<file path="config.mk">
export PLATFORM = sky130hd
export DESIGN_NAME = core_switch_arbiter
export DESIGN_NICKNAME = d
export VERILOG_FILES = /design/src/rtl/core_switch_arbiter_pkg.sv /design/src/rtl/core_switch_arbiter_hb_watchdog.sv /design/src/rtl/core_switch_arbiter.sv
export SDC_FILE = /design/constraint.sdc
export NUM_CORES = 1
export LEC_CHECK = 0
export BUFFER_PORTS_ARGS = -buffer_cell sky130_fd_sc_hd__buf_2
export CAP_MARGIN = 20
export CORE_ASPECT_RATIO = 1.5
export CORE_MARGIN = 5
export CORE_UTILIZATION = 54
export DETAILED_ROUTE_END_ITERATION = 7
export PLACE_DENSITY_LB_ADDON = 0.05
export SETUP_SLACK_MARGIN = 0.15
export SLEW_MARGIN = 0
export SYNTH_ARGS = -nofsm -noshare
export SYNTH_HDL_FRONTEND = slang
export SYNTH_SLANG_ARGS = --single-unit
</file>
<file path="constraint.sdc">
create_clock -name clk -period 4.9 [get_ports clk]
set_clock_uncertainty 0.15 [all_clocks]
set_input_delay 0.98 -clock clk [delete_from_list [all_inputs] [get_ports clk]]
set_output_delay 0.98 -clock clk [all_outputs]
set_load 0.01 [all_outputs]
</file>
<file path="src/rtl/core_switch_arbiter_pkg.sv">
// Shared types for the redundant-core switch: owner FSM states and the
// round-robin healthy-channel search used by the owner selection logic.
package core_switch_pkg;

    localparam int MAX_CH = 16;

    typedef enum logic [1:0] {INIT, ACTIVE, ALL_FAIL} state_t;

    typedef struct packed {
        logic       found;
        logic [3:0] id;
    } rr_sel_t;

    // First set bit of mask at or after start, wrapping within n channels.
    function automatic rr_sel_t rr_next(input logic [MAX_CH-1:0] mask, input int start, input int n);
        rr_sel_t r;
        int      idx;
        r = '0;
        for (int i = 0; i < MAX_CH; i++) begin
            idx = (start + i) % n;
            if (i < n && !r.found && mask[idx]) begin
                r.found = 1'b1;
                r.id    = 4'(idx);
            end
        end
        return r;
    endfunction

endpackage

</file>
<file path="src/rtl/core_switch_arbiter_hb_watchdog.sv">
// One heartbeat channel: synchroniser, either-edge detector, saturating
// watchdog counter, seen flag and the timed reset request for the CPU.
module hb_watchdog #(
    parameter int TIMEOUT   = 16,
    parameter int CNT_W     = 20,
    parameter int RESET_CYC = 4
) (
    input  logic clk,
    input  logic rst,
    input  logic hb,
    input  logic fail_trig,
    output logic healthy,
    output logic hb_strobe,
    output logic reset_req
);

    localparam int RC_W = $clog2(RESET_CYC + 1);

    logic             sync1_q, sync1_d;
    logic             sync2_q, sync2_d;
    logic             prev_q, prev_d;
    logic             seen_q, seen_d;
    logic [CNT_W-1:0] cnt_q, cnt_d;
    logic [RC_W-1:0]  rst_cnt_q, rst_cnt_d;

    assign hb_strobe = sync2_q ^ prev_q;
    assign reset_req = (rst_cnt_q != '0);
    assign healthy   = seen_q & (cnt_q < CNT_W'(TIMEOUT)) & ~reset_req;

    always_comb begin
        sync1_d = hb;
        sync2_d = sync1_q;
        prev_d  = sync2_q;

        cnt_d = cnt_q;
        if (hb_strobe)
            cnt_d = '0;
        else if (cnt_q < CNT_W'(TIMEOUT))
            cnt_d = cnt_q + CNT_W'(1);

        // A CPU under reset must prove itself with a fresh heartbeat afterwards.
        seen_d = seen_q;
        if (hb_strobe)
            seen_d = 1'b1;
        if (reset_req || fail_trig)
            seen_d = 1'b0;

        rst_cnt_d = rst_cnt_q;
        if (fail_trig)
            rst_cnt_d = RC_W'(RESET_CYC);
        else if (reset_req)
            rst_cnt_d = rst_cnt_q - RC_W'(1);
    end

    always_ff @(posedge clk or posedge rst) begin
        if (rst) begin
            sync1_q   <= 1'b0;
            sync2_q   <= 1'b0;
            prev_q    <= 1'b0;
            seen_q    <= 1'b0;
            cnt_q     <= '0;
            rst_cnt_q <= '0;
        end else begin
            sync1_q   <= sync1_d;
            sync2_q   <= sync2_d;
            prev_q    <= prev_d;
            seen_q    <= seen_d;
            cnt_q     <= cnt_d;
            rst_cnt_q <= rst_cnt_d;
        end
    end

endmodule

</file>
<file path="src/rtl/core_switch_arbiter.sv">
// N-channel heartbeat monitor and active-CPU selector: owner FSM with
// round-robin failover, forced-switch handshake and post-switch holdoff.
module core_switch_arbiter
    import core_switch_pkg::*;
#(
    parameter int NCH       = 4,
    parameter int IDW       = $clog2(NCH),
    parameter int TIMEOUT   = 16,
    parameter int CNT_W     = 20,
    parameter int HOLDOFF   = 8,
    parameter int RESET_CYC = 4
) (
    input  logic           clk,
    input  logic           rst,
    input  logic [NCH-1:0] hb,
    input  logic           force_valid,
    input  logic [IDW-1:0] force_id,
    output logic           force_ready,
    output logic           force_ack,
    output logic           force_nak,
    output logic [IDW-1:0] active_id,
    output logic           active_valid,
    output logic [NCH-1:0] healthy,
    output logic [NCH-1:0] reset_req,
    output logic           switch_pulse,
    output logic           all_fail
);

    localparam int HO_W = $clog2(HOLDOFF + 1);

    logic [NCH-1:0]    fail_trig;
    logic [NCH-1:0]    hb_strobe_unused;

    for (genvar g = 0; g < NCH; g++) begin : g_wd
        hb_watchdog #(
            .TIMEOUT   (TIMEOUT),
            .CNT_W     (CNT_W),
            .RESET_CYC (RESET_CYC)
        ) u_wd (
            .clk       (clk),
            .rst       (rst),
            .hb        (hb[g]),
            .fail_trig (fail_trig[g]),
            .healthy   (healthy[g]),
            .hb_strobe (hb_strobe_unused[g]),
            .reset_req (reset_req[g])
        );
    end

    state_t            state_q, state_d;
    logic [IDW-1:0]    active_id_q, active_id_d;
    logic              active_valid_q, active_valid_d;
    logic              all_fail_q, all_fail_d;
    logic              switch_pulse_q, switch_pulse_d;
    logic              force_ack_q, force_ack_d;
    logic              force_nak_q, force_nak_d;
    logic [HO_W-1:0]   holdoff_q, holdoff_d;

    logic [MAX_CH-1:0] mask;
    rr_sel_t           lowest_sel, next_sel;
    logic              transfer, force_ok, restart;

    assign force_ready  = (state_q == ACTIVE);
    assign force_ack    = force_ack_q;
    assign force_nak    = force_nak_q;
    assign active_id    = active_id_q;
    assign active_valid = active_valid_q;
    assign switch_pulse = switch_pulse_q;
    assign all_fail     = all_fail_q;

    always_comb begin
        mask           = '0;
        mask[NCH-1:0]  = healthy;
        lowest_sel     = rr_next(mask, 0, NCH);
        next_sel       = rr_next(mask, int'(active_id_q) + 1, NCH);
        transfer       = force_valid & force_ready;
        force_ok       = (int'(force_id) < NCH) && healthy[force_id] && (holdoff_q == '0);

        state_d        = state_q;
        active_id_d    = active_id_q;
        active_valid_d = active_valid_q;
        all_fail_d     = all_fail_q;
        switch_pulse_d = 1'b0;
        force_ack_d    = 1'b0;
        force_nak_d    = 1'b0;
        fail_trig      = '0;
        restart        = 1'b0;

        case (state_q)
            INIT, ALL_FAIL: begin
                if (lowest_sel.found) begin
                    state_d        = ACTIVE;
                    active_id_d    = IDW'(lowest_sel.id);
                    active_valid_d = 1'b1;
                    all_fail_d     = 1'b0;
                    switch_pulse_d = 1'b1;
                    restart        = 1'b1;
                end
            end
            ACTIVE: begin
                // Owner loss outranks any forced request arriving in the same cycle.
                if (!healthy[active_id_q]) begin
                    fail_trig[active_id_q] = 1'b1;
                    force_nak_d            = transfer;
                    if (next_sel.found) begin
                        active_id_d    = IDW'(next_sel.id);
                        switch_pulse_d = 1'b1;
                        restart        = 1'b1;
                    end else begin
                        state_d        = ALL_FAIL;
                        active_valid_d = 1'b0;
                        all_fail_d     = 1'b1;
                    end
                end else if (transfer) begin
                    if (force_ok) begin
                        force_ack_d = 1'b1;
                        if (force_id != active_id_q) begin
                            active_id_d    = force_id;
                            switch_pulse_d = 1'b1;
                            restart        = 1'b1;
                        end
                    end else begin
                        force_nak_d = 1'b1;
                    end
                end
            end
            default: state_d = INIT;
        endcase

        holdoff_d = holdoff_q;
        if (restart)
            holdoff_d = HO_W'(HOLDOFF);
        else if (holdoff_q != '0)
            holdoff_d = holdoff_q - HO_W'(1);
    end

    always_ff @(posedge clk or posedge rst) begin
        if (rst) begin
            state_q        <= INIT;
            active_id_q    <= '0;
            active_valid_q <= 1'b0;
            all_fail_q     <= 1'b0;
            switch_pulse_q <= 1'b0;
            force_ack_q    <= 1'b0;
            force_nak_q    <= 1'b0;
            holdoff_q      <= '0;
        end else begin
            state_q        <= state_d;
            active_id_q    <= active_id_d;
            active_valid_q <= active_valid_d;
            all_fail_q     <= all_fail_d;
            switch_pulse_q <= switch_pulse_d;
            force_ack_q    <= force_ack_d;
            force_nak_q    <= force_nak_d;
            holdoff_q      <= holdoff_d;
        end
    end

endmodule
</file>
After elaboration in Yosys (flattened, before gate mapping)
Index checks and enable logic that the tools add are counted. W data, S select, Z words.

Register bits after elaboration: 121. Output and inout bits: 16. Bits of input ports: 9. Logic and storage cells: 222.

Equality and inequality tests: 10. Add/sub/neg operators: 13. Multiplexer cells: 88. Reduce and logical (&&, ||, !) cells: 47. Order comparisons: 11. Bitwise logic cells: 21.

Operators by type and width (number): $mux W20 (8); $add A20 B1 Y20 const B (4); $lt A20 B5 Y1 const B (4); $mux W5 (8); $mux W1 (39); $reduce_bool A2 Y1 (14); $lt A3 B6 Y1 const B (4); $mux W3 (8); $mux W2 (9); $mux W4 (4); $bmux W1 S3 (4); $reduce_bool A3 Y1 (4); $sub A3 B1 Y3 const B (4); $reduce_or A2 Y1 (5); $and A1 B1 Y1 (9); $logic_and A1 B1 Y1 (8); $pmux W2 S2 (2); $logic_not A1 Y1 (6); $lt A2 B3 Y1 const B (2); $ne A2 B2 Y1 const B (3); $ne A3 B3 Y1 const B (2); $pmux W1 S2 (3); $reduce_and A6 Y1 (1); $add A2 B1 Y2 const B (2); other kinds (19) (33).

Longest topological paths before layout
Word-level depth: 20. Gate-level depth with buffers: 12. Depth with buffers taken out: 10.

By module
From an unflattened synthesis, not the netlist that was laid out.

Cells, all modules: 438. Area total of the unflattened synthesis: 5069.9 µm².

By module, submodules not included: hb_watchdog (times used 4, area an instance 1036.0 µm², cells an instance 83); core_switch_arbiter (times used 1, area an instance 925.9 µm², cells an instance 106).

Worst setup path before layout
Ideal clock, no wire load.

Path type: flip-flop to flip-flop. From: reg g_wd[1].u_wd.rst_cnt_q[0]. To: reg active_id_q[1], in the netlist active_id[1]. Clock period less this slack: 2.770 ns. Cell stages (with the launch flop): 12. Setup time: 0.125 ns. Setup slack: 2.130 ns. Data required time: 4.625 ns. Arrival time: 2.495 ns. Cell sequence: dfrtp_1 inv_1 ha_1 nor2b_1 clkbuf_1 and2_1 nand2_2 mux4_2 and4bb_1 or2_1 buf_6 mux2_4.

Cells in the longest elaborated chain, start to end: 19. Elaborated cells on any way between the ends: 48. Those cells by class: 5 x eq/ne; 27 x mux; 2 x bitwise; 14 x reduce/logical.

RTL lines: start, declared (line core_switch_arbiter_hb_watchdog.sv:24) `logic [RC_W-1:0] rst_cnt_q, rst_cnt_d;`; start signal, assigned (line core_switch_arbiter_hb_watchdog.sv:69) `rst_cnt_q <= rst_cnt_d;`; $reduce_bool A3 Y1 * (line core_switch_arbiter_hb_watchdog.sv:27) `assign reset_req = (rst_cnt_q != '0);`; $not A1 Y1 * (line core_switch_arbiter_hb_watchdog.sv:28) `assign healthy = seen_q & (cnt_q < CNT_W'(TIMEOUT)) & ~reset_req;`; $and A1 B1 Y1 * (line core_switch_arbiter_hb_watchdog.sv:28); $bmux W1 S3 (line core_switch_arbiter_pkg.sv:21) `if (i < n && !r.found && mask[idx]) begin`; $mux W1 (not written as such) (2 in a row) (line core_switch_arbiter_pkg.sv:21); $mux W5 (line core_switch_arbiter_pkg.sv:21); $logic_not A1 Y1 (line core_switch_arbiter_pkg.sv:21); $logic_and A1 B1 Y1 (line core_switch_arbiter_pkg.sv:21); [... 2 more ...]; $logic_and A1 B1 Y1 (line core_switch_arbiter_pkg.sv:21); $mux W5 (line core_switch_arbiter_pkg.sv:21); $logic_not A1 Y1 (line core_switch_arbiter_pkg.sv:21); $logic_and A1 B1 Y1 (line core_switch_arbiter_pkg.sv:21); $mux W5 (line core_switch_arbiter_pkg.sv:21); $mux W2 (line core_switch_arbiter.sv:105) `if (next_sel.found) begin`; $mux W2 (line core_switch_arbiter.sv:102) `if (!healthy[active_id_q]) begin`; $pmux W2 S2 (line core_switch_arbiter.sv:89) `case (state_q)`; end signal, assigned (line core_switch_arbiter.sv:149) `active_id_q <= active_id_d;`; end, declared (line core_switch_arbiter.sv:51) `logic [IDW-1:0] active_id_q, active_id_d;`.

Every way passes the cells marked *; elsewhere a longest branch is shown, timed or not. The select of a mux whose other input is x is not followed. A chain may end at the register's enable or synchronous reset.

Final worst setup path
From: reg g_wd[1].u_wd.rst_cnt_q[0]. To: out healthy[1].

Cells in the longest elaborated chain, start to end: 3.

RTL lines: $reduce_bool A3 Y1 (line core_switch_arbiter_hb_watchdog.sv:27); $not A1 Y1 (line core_switch_arbiter_hb_watchdog.sv:28); $and A1 B1 Y1 (line core_switch_arbiter_hb_watchdog.sv:28); end, declared (line core_switch_arbiter.sv:23) `output logic [NCH-1:0] healthy,`.

No other way between the ends.

==> out/results.tsv <==
metric	value	unit
IO Port Bufs	24	
type of the tightest min-delay check	register to register	
wire length of the first global-routing pass	17800	um
Yosys cell types	53	
clock-pin slew on the worst setup and hold paths	0.05	ns
number of remaining DRC errors	0	
most common cell after layout, fill and taps aside	sky130_fd_sc_hd__dfrtp_1	
Reg2Reg Launch Point	g_wd[1].u_wd.rst_cnt_q[0]	
portion of synthesized cell area occupied by the leading cell type	55.8	%
cell taking the most area after synthesis	sky130_fd_sc_hd__dfrtp_1	
Reg2Reg Depth	9	
Final HPWL DP	7000	um
antenna violation net count after detailed routing	0	
Final Wtd Congestion	0.906	
H-Tree Depth	4	
proportion of register bits with asynchronous set or reset after synthesis	100	%
via-per-instance ratio	5.69	
Hold Path Cell Cnt	0	
post-route setup TNS	0	ns
clock sinks	121	
internal reg-to-reg setup slack	1.81	ns
number of placed instances with taps included	614	
Final Max Tran Viols	0	
core area	0.00974	mm^2
Post-Place Cell Area	0.00558	mm^2
aggregate global routing overflow	0	
global-route usage over all layers	18.1	%
setup bufs post-CTS	0	
crit path launch type	register	
Worst Path Arrival	2.15	ns
NetSw	0.970	mW
maximum number of pins on one net before global-route repair	84	
time the worst path needs with I/O delays and setup	3.28	ns
instance count of the mapped netlist	493	
number of antenna violations at the first check in global routing	0	
Netlist Area Pre-Place	0.00543	mm^2
Mapped Avg Cell Area	11.0	um^2
FF+latch count, synth	121	
routed vias	3682	
total of max-cap violations	0	
share of layout cells above drive strength 1	14.5	%
total nets after synthesis	519	
CP endpoint kind	output port	
largest buffer count on any clock path	2	
Cell Rows	44	
Horiz. Die Dim	91.9	um
Max-slew headroom	36.5	%
iteration count of the initial detailed-routing pass	4	
final cycle utilization of the critical path	66.9	%
warning count from the yosys run	0	
internal cell power	2.28	mW
Compound-Gate Fraction of Synth Area	9.52	%
number of enable flip-flop cells after synthesis	0	
mux share of post-synthesis cell area	0.899	%
Max VDD drop	0.275	mV
Area contributors post-synth	sky130_fd_sc_hd__dfrtp_1 56%, sky130_fd_sc_hd__and2_1 5.6%, sky130_fd_sc_hd__nor2_1 3.9%, sky130_fd_sc_hd__ha_1 3.9%, sky130_fd_sc_hd__a21oi_1 2.7%	
I/O pin count	25	
Initial Utilization	55.7	%
xor/xnor cell area share of the yosys netlist	4.36	%
Switching Fraction	29.8	%
count of cells resized by post-cts repair	0	
timing-limited maximum frequency	305	MHz
end point of the worst hold path	g_wd[3].u_wd.prev_d	
later-pin clock latency in the skew report	0.40	ns
Worst R2R End	active_id[1]	
combinational family with the most area after synthesis	simple AND/OR/NAND/NOR gates	
number of clock buffers inserted by TritonCTS	17	
worst hold path startpoint	g_wd[3].u_wd.sync1_q	
final cell area excluding filler cells	0.00623	mm^2
die outline area	0.0122	mm^2
vias in the first global route	3773	
total setup violations reported at the end of the flow	0	
final standard cell count with taps included and fillers excluded	647	
master cell of the clock root buffer	sky130_fd_sc_hd__clkbuf_16	
ratio of total power to cell area	522	mW/mm^2
cts-stage hold buffer count	0	
largest driver fanout on the critical path	8	
clock tree from TritonCTS	done	
setup repair after global routing missed its margin	no	
commonest register cell after synthesis	sky130_fd_sc_hd__dfrtp_1	
layout-stage area growth over the synthesis result	14.8	%
Gate power share	22.1	%
CP Class	register to output port	
drt wl/cell	15.7	um
chip height	133	um
leakage power total	2.99	nW
commonest non-fill, non-tap cells in the layout	121 x sky130_fd_sc_hd__dfrtp_1, 57 x sky130_fd_sc_hd__nor2_1, 49 x sky130_fd_sc_hd__and2_1, 29 x sky130_fd_sc_hd__a21oi_1, 24 x sky130_fd_sc_hd__buf_2	
drt first-iter violations	199	
synthesized-area fraction occupied by and/or/nand/nor cells	21.3	%
part of the total power dissipated in the clock network	39.5	%
register share of total power	38.5	%
routed wire length	10200	um
# fillers	760	
share of synthesized cell area in full adder, half adder and majority cells	3.92	%
Crit path required time	3.77	ns
share of the yosys chip area belonging to registers	55.8	%
final net count	545	
slew at the pin closest to its max-slew limit	0.949	ns
final hold violation count	0	
total inserted antenna cells	0	
outcome	complete, no violations	
==> layer usage <==
layer,up-vias,global-route usage (%),wire [um]
li1,1777,-,-
met1,1810,22.0,4520
met2,75,30.2,5090
met3,20,4.72,336
met4,0,8.18,214
met5,-,0,0
==> cell type report <==
type                       instances  area (um^2)  share of cell area, %
inverter                          24         92.6                   1.49
tap                              115          144                   2.31
clock buffer                      21          480                   7.71
clock inverter                    11          144                   2.31
timing repair buffer              28          170                   2.73
sequential                       121         3030                   48.6
multi-input combinational        327         2170                   34.9
==> cells by family (layout without fill, tap and decap cells) <==
| logic type | count (synthesis) | in the layout |
|---|---|---|
| adder cells (fa/ha/maj) | 17 | 17 |
| AO/OA/AOI/OAI | 76 | 76 |
| buffers and inverters | 45 | 84 |
| multiplexers | 3 | 3 |
| AND/OR/NAND/NOR | 204 | 204 |
| XOR/XNOR | 27 | 27 |
| flip-flops | 121 | 121 |
==> critical path, cell delays in order, from the launching register on <==
cell                      delay [ns]
sky130_fd_sc_hd__dfrtp_1        0.35
sky130_fd_sc_hd__inv_1          0.11
sky130_fd_sc_hd__ha_1           0.18
sky130_fd_sc_hd__nor2b_1        0.43
sky130_fd_sc_hd__and2_1         0.28
sky130_fd_sc_hd__nand2_2        0.12
sky130_fd_sc_hd__inv_2          0.13
sky130_fd_sc_hd__buf_2          0.15
==> Yosys cell counts (all sizes together), types with 7 or more instances <==
cell	instances
nor4	20
and2	49
nor2b	8
xnor2	15
buf	14
xor2	12
ha	17
and3	8
nand2	24
nand4	13
clkbuf	7
o21ai	8
inv	24
nor2	57
dfrtp	121
a21oi	29
==> metrics by stage <==
stage                     total power, mW  util (%)  hold slack [ns]  setup WS, ns
final                                3.25      63.9            0.199          1.62
after global routing                 3.45      63.9            0.205          1.40
after CTS                            3.28      63.7            0.200          1.59
after detailed placement             1.98      57.3            0.185          1.80
after global placement               1.96      57.3            0.182          1.91
after floorplan                      1.82         -            0.181         0.556
==> state kept, by name, indices dropped and copies added, names as in the netlist, 2 cells and up <==
signal	count
state_q	2
holdoff_q	4
g_wd.u_wd.rst_cnt_q	12
g_wd.u_wd.cnt_q	80
g_wd.u_wd.sync1_q	4
g_wd.u_wd.seen_q	4
active_id	2
g_wd.u_wd.prev_q	4
g_wd.u_wd.prev_d	4
==> worst max path at each step <==
| stage | slack (ns) | startpoint | depth (start not counted) | endpoint |
|---|---|---|---|---|
| 3_3_place_gp | 1.91 | g_wd[1].u_wd.cnt_q[8] | 7 | active_id[1] |
| 5_1_grt | 1.40 | g_wd[1].u_wd.rst_cnt_q[0] | 7 | healthy[1] |
| 3_5_place_dp | 1.80 | g_wd[1].u_wd.rst_cnt_q[0] | 9 | active_id[1] |
| 6_report | 1.62 | g_wd[1].u_wd.rst_cnt_q[0] | 7 | healthy[1] |
| 2_1_floorplan | 0.56 | rst | 1 | active_id[0] |
| 4_1_cts | 1.59 | g_wd[2].u_wd.cnt_q[13] | 5 | healthy[2] |
==> power by group through the flow <==
| stage | Sequential [mW] | Combinational, mW | Clock (mW) |
|---|---|---|---|
| 2_1_floorplan | 1.24 | 0.582 | 0 |
| 3_3_place_gp | 1.26 | 0.693 | 0 |
| 3_5_place_dp | 1.27 | 0.718 | 0 |
| 4_1_cts | 1.25 | 0.725 | 1.31 |
| 5_1_grt | 1.27 | 0.824 | 1.35 |
| 6_report | 1.25 | 0.718 | 1.28 |
(Power assumes the default switching activity.)
